File: src/rtl/uart_pkg.sv
// Shared UART definitions: rx FSM states and
// frame line levels common to RX and TX.
package uart_pkg;

  typedef enum logic [2:0] {
    IDLE,
    START,
    DATA,
    PARITY,
    STOP
  } rx_state_t;

  localparam logic IDLE_LVL  = 1'b1;
  localparam logic START_LVL = 1'b0;
  localparam logic STOP_LVL  = 1'b1;

endpackage

File: src/rtl/uart_rx_sync.sv
// N-flop synchronizer for the serial line;
// resets to the idle line level.
module uart_rx_sync
  import uart_pkg::*;
#(
  parameter int N = 2
) (
  input  logic clk,
  input  logic arst_n,
  input  logic rst,
  input  logic d,
  output logic q
);

  logic [N-1:0] ff;

  always_ff @(posedge clk or negedge arst_n) begin
    if (!arst_n) begin
      ff <= {N{IDLE_LVL}};
    end else if (rst) begin
      ff <= {N{IDLE_LVL}};
    end else begin
      ff <= {ff[N-2:0], d};
    end
  end

  assign q = ff[N-1];

endmodule

File: src/rtl/uart_rx_ctrl.sv
// UART receiver: start qualification, mid-bit
// sampling, LSB-first assembly, parity/frame status.
module uart_rx_ctrl
  import uart_pkg::*;
#(
  parameter int DATA_BITS  = 8,
  parameter int OVERSAMPLE = 16,
  parameter int PARITY_EN  = 1,
  parameter int PARITY_ODD = 0
) (
  input  logic                 clk,
  input  logic                 arst_n,
  input  logic                 rst,
  input  logic                 rx_en,
  input  logic                 tick,
  input  logic                 rx_in,
  output logic [DATA_BITS-1:0] data_out,
  output logic                 data_valid,
  output logic                 busy,
  output logic                 parity_err,
  output logic                 frame_err
);

  localparam int CNT_W = $clog2(OVERSAMPLE);
  localparam int BIT_W = $clog2(DATA_BITS + 1);

  rx_state_t state, state_nxt;

  logic                 rxs;
  logic [CNT_W-1:0]     sample_cnt;
  logic [BIT_W-1:0]     bit_cnt;
  logic [DATA_BITS-1:0] shift_reg;
  logic                 par_bad;
  logic                 line_ok;
  logic                 at_mid;
  logic                 at_end;
  logic                 last_bit;
  logic                 frame_done;

  uart_rx_sync #(
    .N(2)
  ) u_sync (
    .clk   (clk),
    .arst_n(arst_n),
    .rst   (rst),
    .d     (rx_in),
    .q     (rxs)
  );

  assign at_mid = tick &&
    (sample_cnt == CNT_W'(OVERSAMPLE/2 - 1));
  assign at_end = tick &&
    (sample_cnt == CNT_W'(OVERSAMPLE - 1));
  assign last_bit =
    (bit_cnt == BIT_W'(DATA_BITS - 1));

  always_ff @(posedge clk or negedge arst_n) begin
    if (!arst_n) begin
      state <= IDLE;
    end else if (rst) begin
      state <= IDLE;
    end else begin
      state <= state_nxt;
    end
  end

  always_comb begin
    state_nxt = state;
    unique case (state)
      IDLE: begin
        if (tick && rxs == START_LVL && line_ok)
          state_nxt = START;
      end
      START: begin
        if (at_mid)
          state_nxt = (rxs == START_LVL) ? DATA : IDLE;
      end
      DATA: begin
        if (at_end && last_bit)
          state_nxt = (PARITY_EN != 0) ? PARITY : STOP;
      end
      PARITY: begin
        if (at_end) state_nxt = STOP;
      end
      STOP: begin
        if (at_end) state_nxt = IDLE;
      end
      default: state_nxt = IDLE;
    endcase
    if (!rx_en) state_nxt = IDLE;
  end

  always_comb begin
    busy       = (state != IDLE);
    frame_done = (state == STOP) && at_end && rx_en;
  end

  always_ff @(posedge clk or negedge arst_n) begin
    if (!arst_n) begin
      sample_cnt <= '0;
      bit_cnt    <= '0;
      shift_reg  <= '0;
      par_bad    <= 1'b0;
      line_ok    <= 1'b1;
      data_out   <= '0;
      data_valid <= 1'b0;
      parity_err <= 1'b0;
      frame_err  <= 1'b0;
    end else if (rst) begin
      sample_cnt <= '0;
      bit_cnt    <= '0;
      shift_reg  <= '0;
      par_bad    <= 1'b0;
      line_ok    <= 1'b1;
      data_out   <= '0;
      data_valid <= 1'b0;
      parity_err <= 1'b0;
      frame_err  <= 1'b0;
    end else begin
      data_valid <= frame_done;
      // counters restart on every state change
      if (state_nxt != state || !rx_en) begin
        sample_cnt <= '0;
        bit_cnt    <= '0;
      end else if (tick && state != IDLE) begin
        sample_cnt <= at_end ? '0 : sample_cnt + 1'b1;
        if (state == DATA && at_end)
          bit_cnt <= bit_cnt + 1'b1;
      end
      if (state == DATA && at_end && rx_en)
        shift_reg <= {rxs, shift_reg[DATA_BITS-1:1]};
      if (state == PARITY && at_end)
        par_bad <= (^{shift_reg, rxs}) !=
                   1'(PARITY_ODD);
      // a low stop bit blocks restart until idle
      if (frame_done && rxs != STOP_LVL)
        line_ok <= 1'b0;
      else if (state == IDLE && rxs == IDLE_LVL)
        line_ok <= 1'b1;
      if (frame_done) begin
        data_out   <= shift_reg;
        parity_err <= (PARITY_EN != 0) && par_bad;
        frame_err  <= (rxs != STOP_LVL);
      end
    end
  end

endmodule

File: config.mk
export PLATFORM = sky130hd
export DESIGN_NAME = uart_rx_ctrl
export DESIGN_NICKNAME = d
export VERILOG_FILES = /design/src/rtl/uart_pkg.sv /design/src/rtl/uart_rx_sync.sv /design/src/rtl/uart_rx_ctrl.sv
export SDC_FILE = /design/constraint.sdc
export NUM_CORES = 1
export LEC_CHECK = 0
export CORE_AREA = 5 5 55 81
export DETAILED_ROUTE_END_ITERATION = 7
export DIE_AREA = 0 0 60 86
export PLACE_DENSITY_LB_ADDON = 0.05
export SKIP_CTS_REPAIR_TIMING = 1
export SLEW_MARGIN = 25
export SYNTH_ARGS = -nofsm -noshare
export SYNTH_HDL_FRONTEND = slang
export SYNTH_SLANG_ARGS = --single-unit
File: constraint.sdc
create_clock -name clk -period 1.7 [get_ports clk]
set_input_delay 0.255 -clock clk [delete_from_list [all_inputs] [get_ports clk]]
set_output_delay 0.255 -clock clk [all_outputs]
set_load 0.005 [all_outputs]
==> reports/qor.yml <==
gp_congestion: 0.824
antenna_found_initial: 0
synth_cells: 167
vias: 1339
drtIter0Drc: 26
row_count: 27
hold_violations: 0
setup_viol_count_final: 0
syn_avg_cell_area_um2: 10.5
tightest_slew_ns: 0.431
wl_mm: 3.90
crit_type: "register to register"
fin_worst_skew_ns: 0.00367
n_fill_cell: 313
irDropWorstVdd_mv: 0.606
cp-start-kind: "register"
dp_hpwl_mm: 2.75
numCtsBuffers: 5
n_antenna_cell: 0
grt_start_max_net_pins: 35
final_net_count: 208
worstSetupEndpointType: "register"
dr_wl_met3_um: 140
portBuffers: 17
grtUsageTotal: 0.164
ys_ff_latch: 34
ant_nets: 0
slew_headroom: 0.713
path_clk_slew_ns: 0.07
cts.htree.levels: 2
post_drt_wl_per_cell_um: 16.0
core-area_um2: 3650
tns_ns: 0
top_layer_used: "met4"
clock_sinks: 34
p_total_mw: 1.52
leakage_nw: 1.05
hp-class: "primary input to async pin"
outcome: "finished clean"
layout_min_cycle_time_ns: 1.69
synth-main-ff-cell: "dfrtp_1"
viasPerCell: 5.49
cellPowerDensity_nw_per_um2: 659
syn-num-nets: 175
tritoncts: "done"
grt_pass1_vias: 1399
cts_root_buf: "clkbuf_8"
cp.arrival_ns: 1.86
wl_met2_mm: 2.20
seqCellArea_um2: 856
rsz0062_at_grt: "yes"
timing.fmax_mhz: 593
fin_crit_sh: 0.992
crit_fanout: 8
ys_seq_area_frac: 0.487
multi_input_area_um2: 947
synthesis.area_um2: 1760
crit_required_ns: 1.87
die_w_um: 60
grt_pass1_wl_mm: 6.44
die_area_um2: 5160
wl_met1_mm: 1.49
slew_viol_final: 0
clk_latency_ns: 0.29
grt-ovfl-total: 0
synth_edf_count: 0
syn2layout_area_growth_pct: 31.3
ys_types: 42
drc_errors: 0
async_flop_share: 1.00
maxCapViolCount: 0
dr.pass1.iters: 4
synth_warnings: 0
die_y_um: 86
start_util: 0.481
io_pins: 18
clk_path_buf_depth: 2
drive_gt1_frac: 0.289
## power breakdown
part	switching [mW]	internal [mW]
combinational	0.0465	0.0293
clock	0.301	0.325
sequential	0.00294	0.813
## cell type report
type | instances | area share
clock buffer | 6 | 0.0358
clock inverter | 2 | 0.00543
inverter | 4 | 0.00651
multi-input combinational | 118 | 0.411
sequential | 34 | 0.371
tap | 43 | 0.0233
timing repair buffer | 37 | 0.147
## per-layer routing
metal  vias to the layer above  track usage
li1                        658            -
met5                         -            0
met3                         6       0.0392
met4                         0       0.0726
met1                       656        0.174
met2                        19        0.295
## worst max-delay path: stages, from the launching register on
cell	delay, ns
dfstp_2	0.54
or4bb_1	0.55
nor2_2	0.13
o311a_4	0.28
nor3_1	0.08
## synth_stat cells (all sizes together), types with 3 or more instances
cell    count  area share
inv         4      0.0086
buf         5       0.017
dfstp       3       0.045
o21ai       3      0.0086
dfrtp      31        0.44
nand3       6       0.017
or3         3       0.011
clkbuf      6       0.013
mux2i      20        0.11
nor3       10       0.029
nand2       6       0.013
nor2       21       0.045
xnor2       8       0.040
a21oi       5       0.014
nor4b       3       0.015
## metrics by stage
step,util,std cells,setup WS (ns),hold WS (ns),instance area (um^2)
floorplan,-,167,0.0142,-0.0406,1770
global placement,0.572,235,-0.330,0.502,2090
detailed placement,0.572,235,-0.358,0.520,2090
CTS,0.598,243,-0.263,0.391,2180
global route,0.632,244,-0.0518,0.410,2300
finish,0.632,244,0.0128,0.370,2300
## path summary, 6_finish.rpt
kind,slack (ns),start,cells past startpoint,to
max in group asynchronous,0.99,arst_n,2,u_sync.ff[1]
min in group clk,0.53,tick,4,sample_cnt[2]
max reg2reg,0.01,line_ok,4,bit_cnt[0]
min,0.37,arst_n,2,data_out[1]
min reg2reg,0.53,frame_err,2,frame_err
max,0.01,line_ok,4,bit_cnt[0]
## placed cells by master (no fill, tap or decap), types with 2 or more instances in the layout
master | synthesis | layout
xor2_1 | 2 | 2
inv_1 | 4 | 4
and4_1 | 2 | 2
mux2i_1 | 20 | 19
nor3_2 | 0 | 8
clkbuf_8 | 0 | 6
buf_4 | 0 | 19
a211oi_2 | 0 | 2
nand2_1 | 6 | 6
nand3_1 | 6 | 6
dfstp_2 | 3 | 3
dlymetal6s2s_1 | 0 | 2
nor3_1 | 10 | 2
clkdlybuf4s50_1 | 0 | 15
dfrtp_1 | 31 | 30
o21ai_0 | 3 | 3
or3_1 | 3 | 2
a21oi_1 | 5 | 4
nor4_1 | 2 | 2
nor2_1 | 21 | 20
nor2b_1 | 2 | 2
nor4b_2 | 0 | 2
xnor2_1 | 8 | 8
or2_2 | 2 | 2
## logic make-up after synthesis
family | share of synthesized area
AO/OA/AOI/OAI | 0.0784
XOR/XNOR | 0.0627
adder cells (fa/ha/maj) | 0.0143
buffers and inverters | 0.0385
flip-flops | 0.487
multiplexers | 0.120
AND/OR/NAND/NOR | 0.199
(Power assumes the default switching activity.)
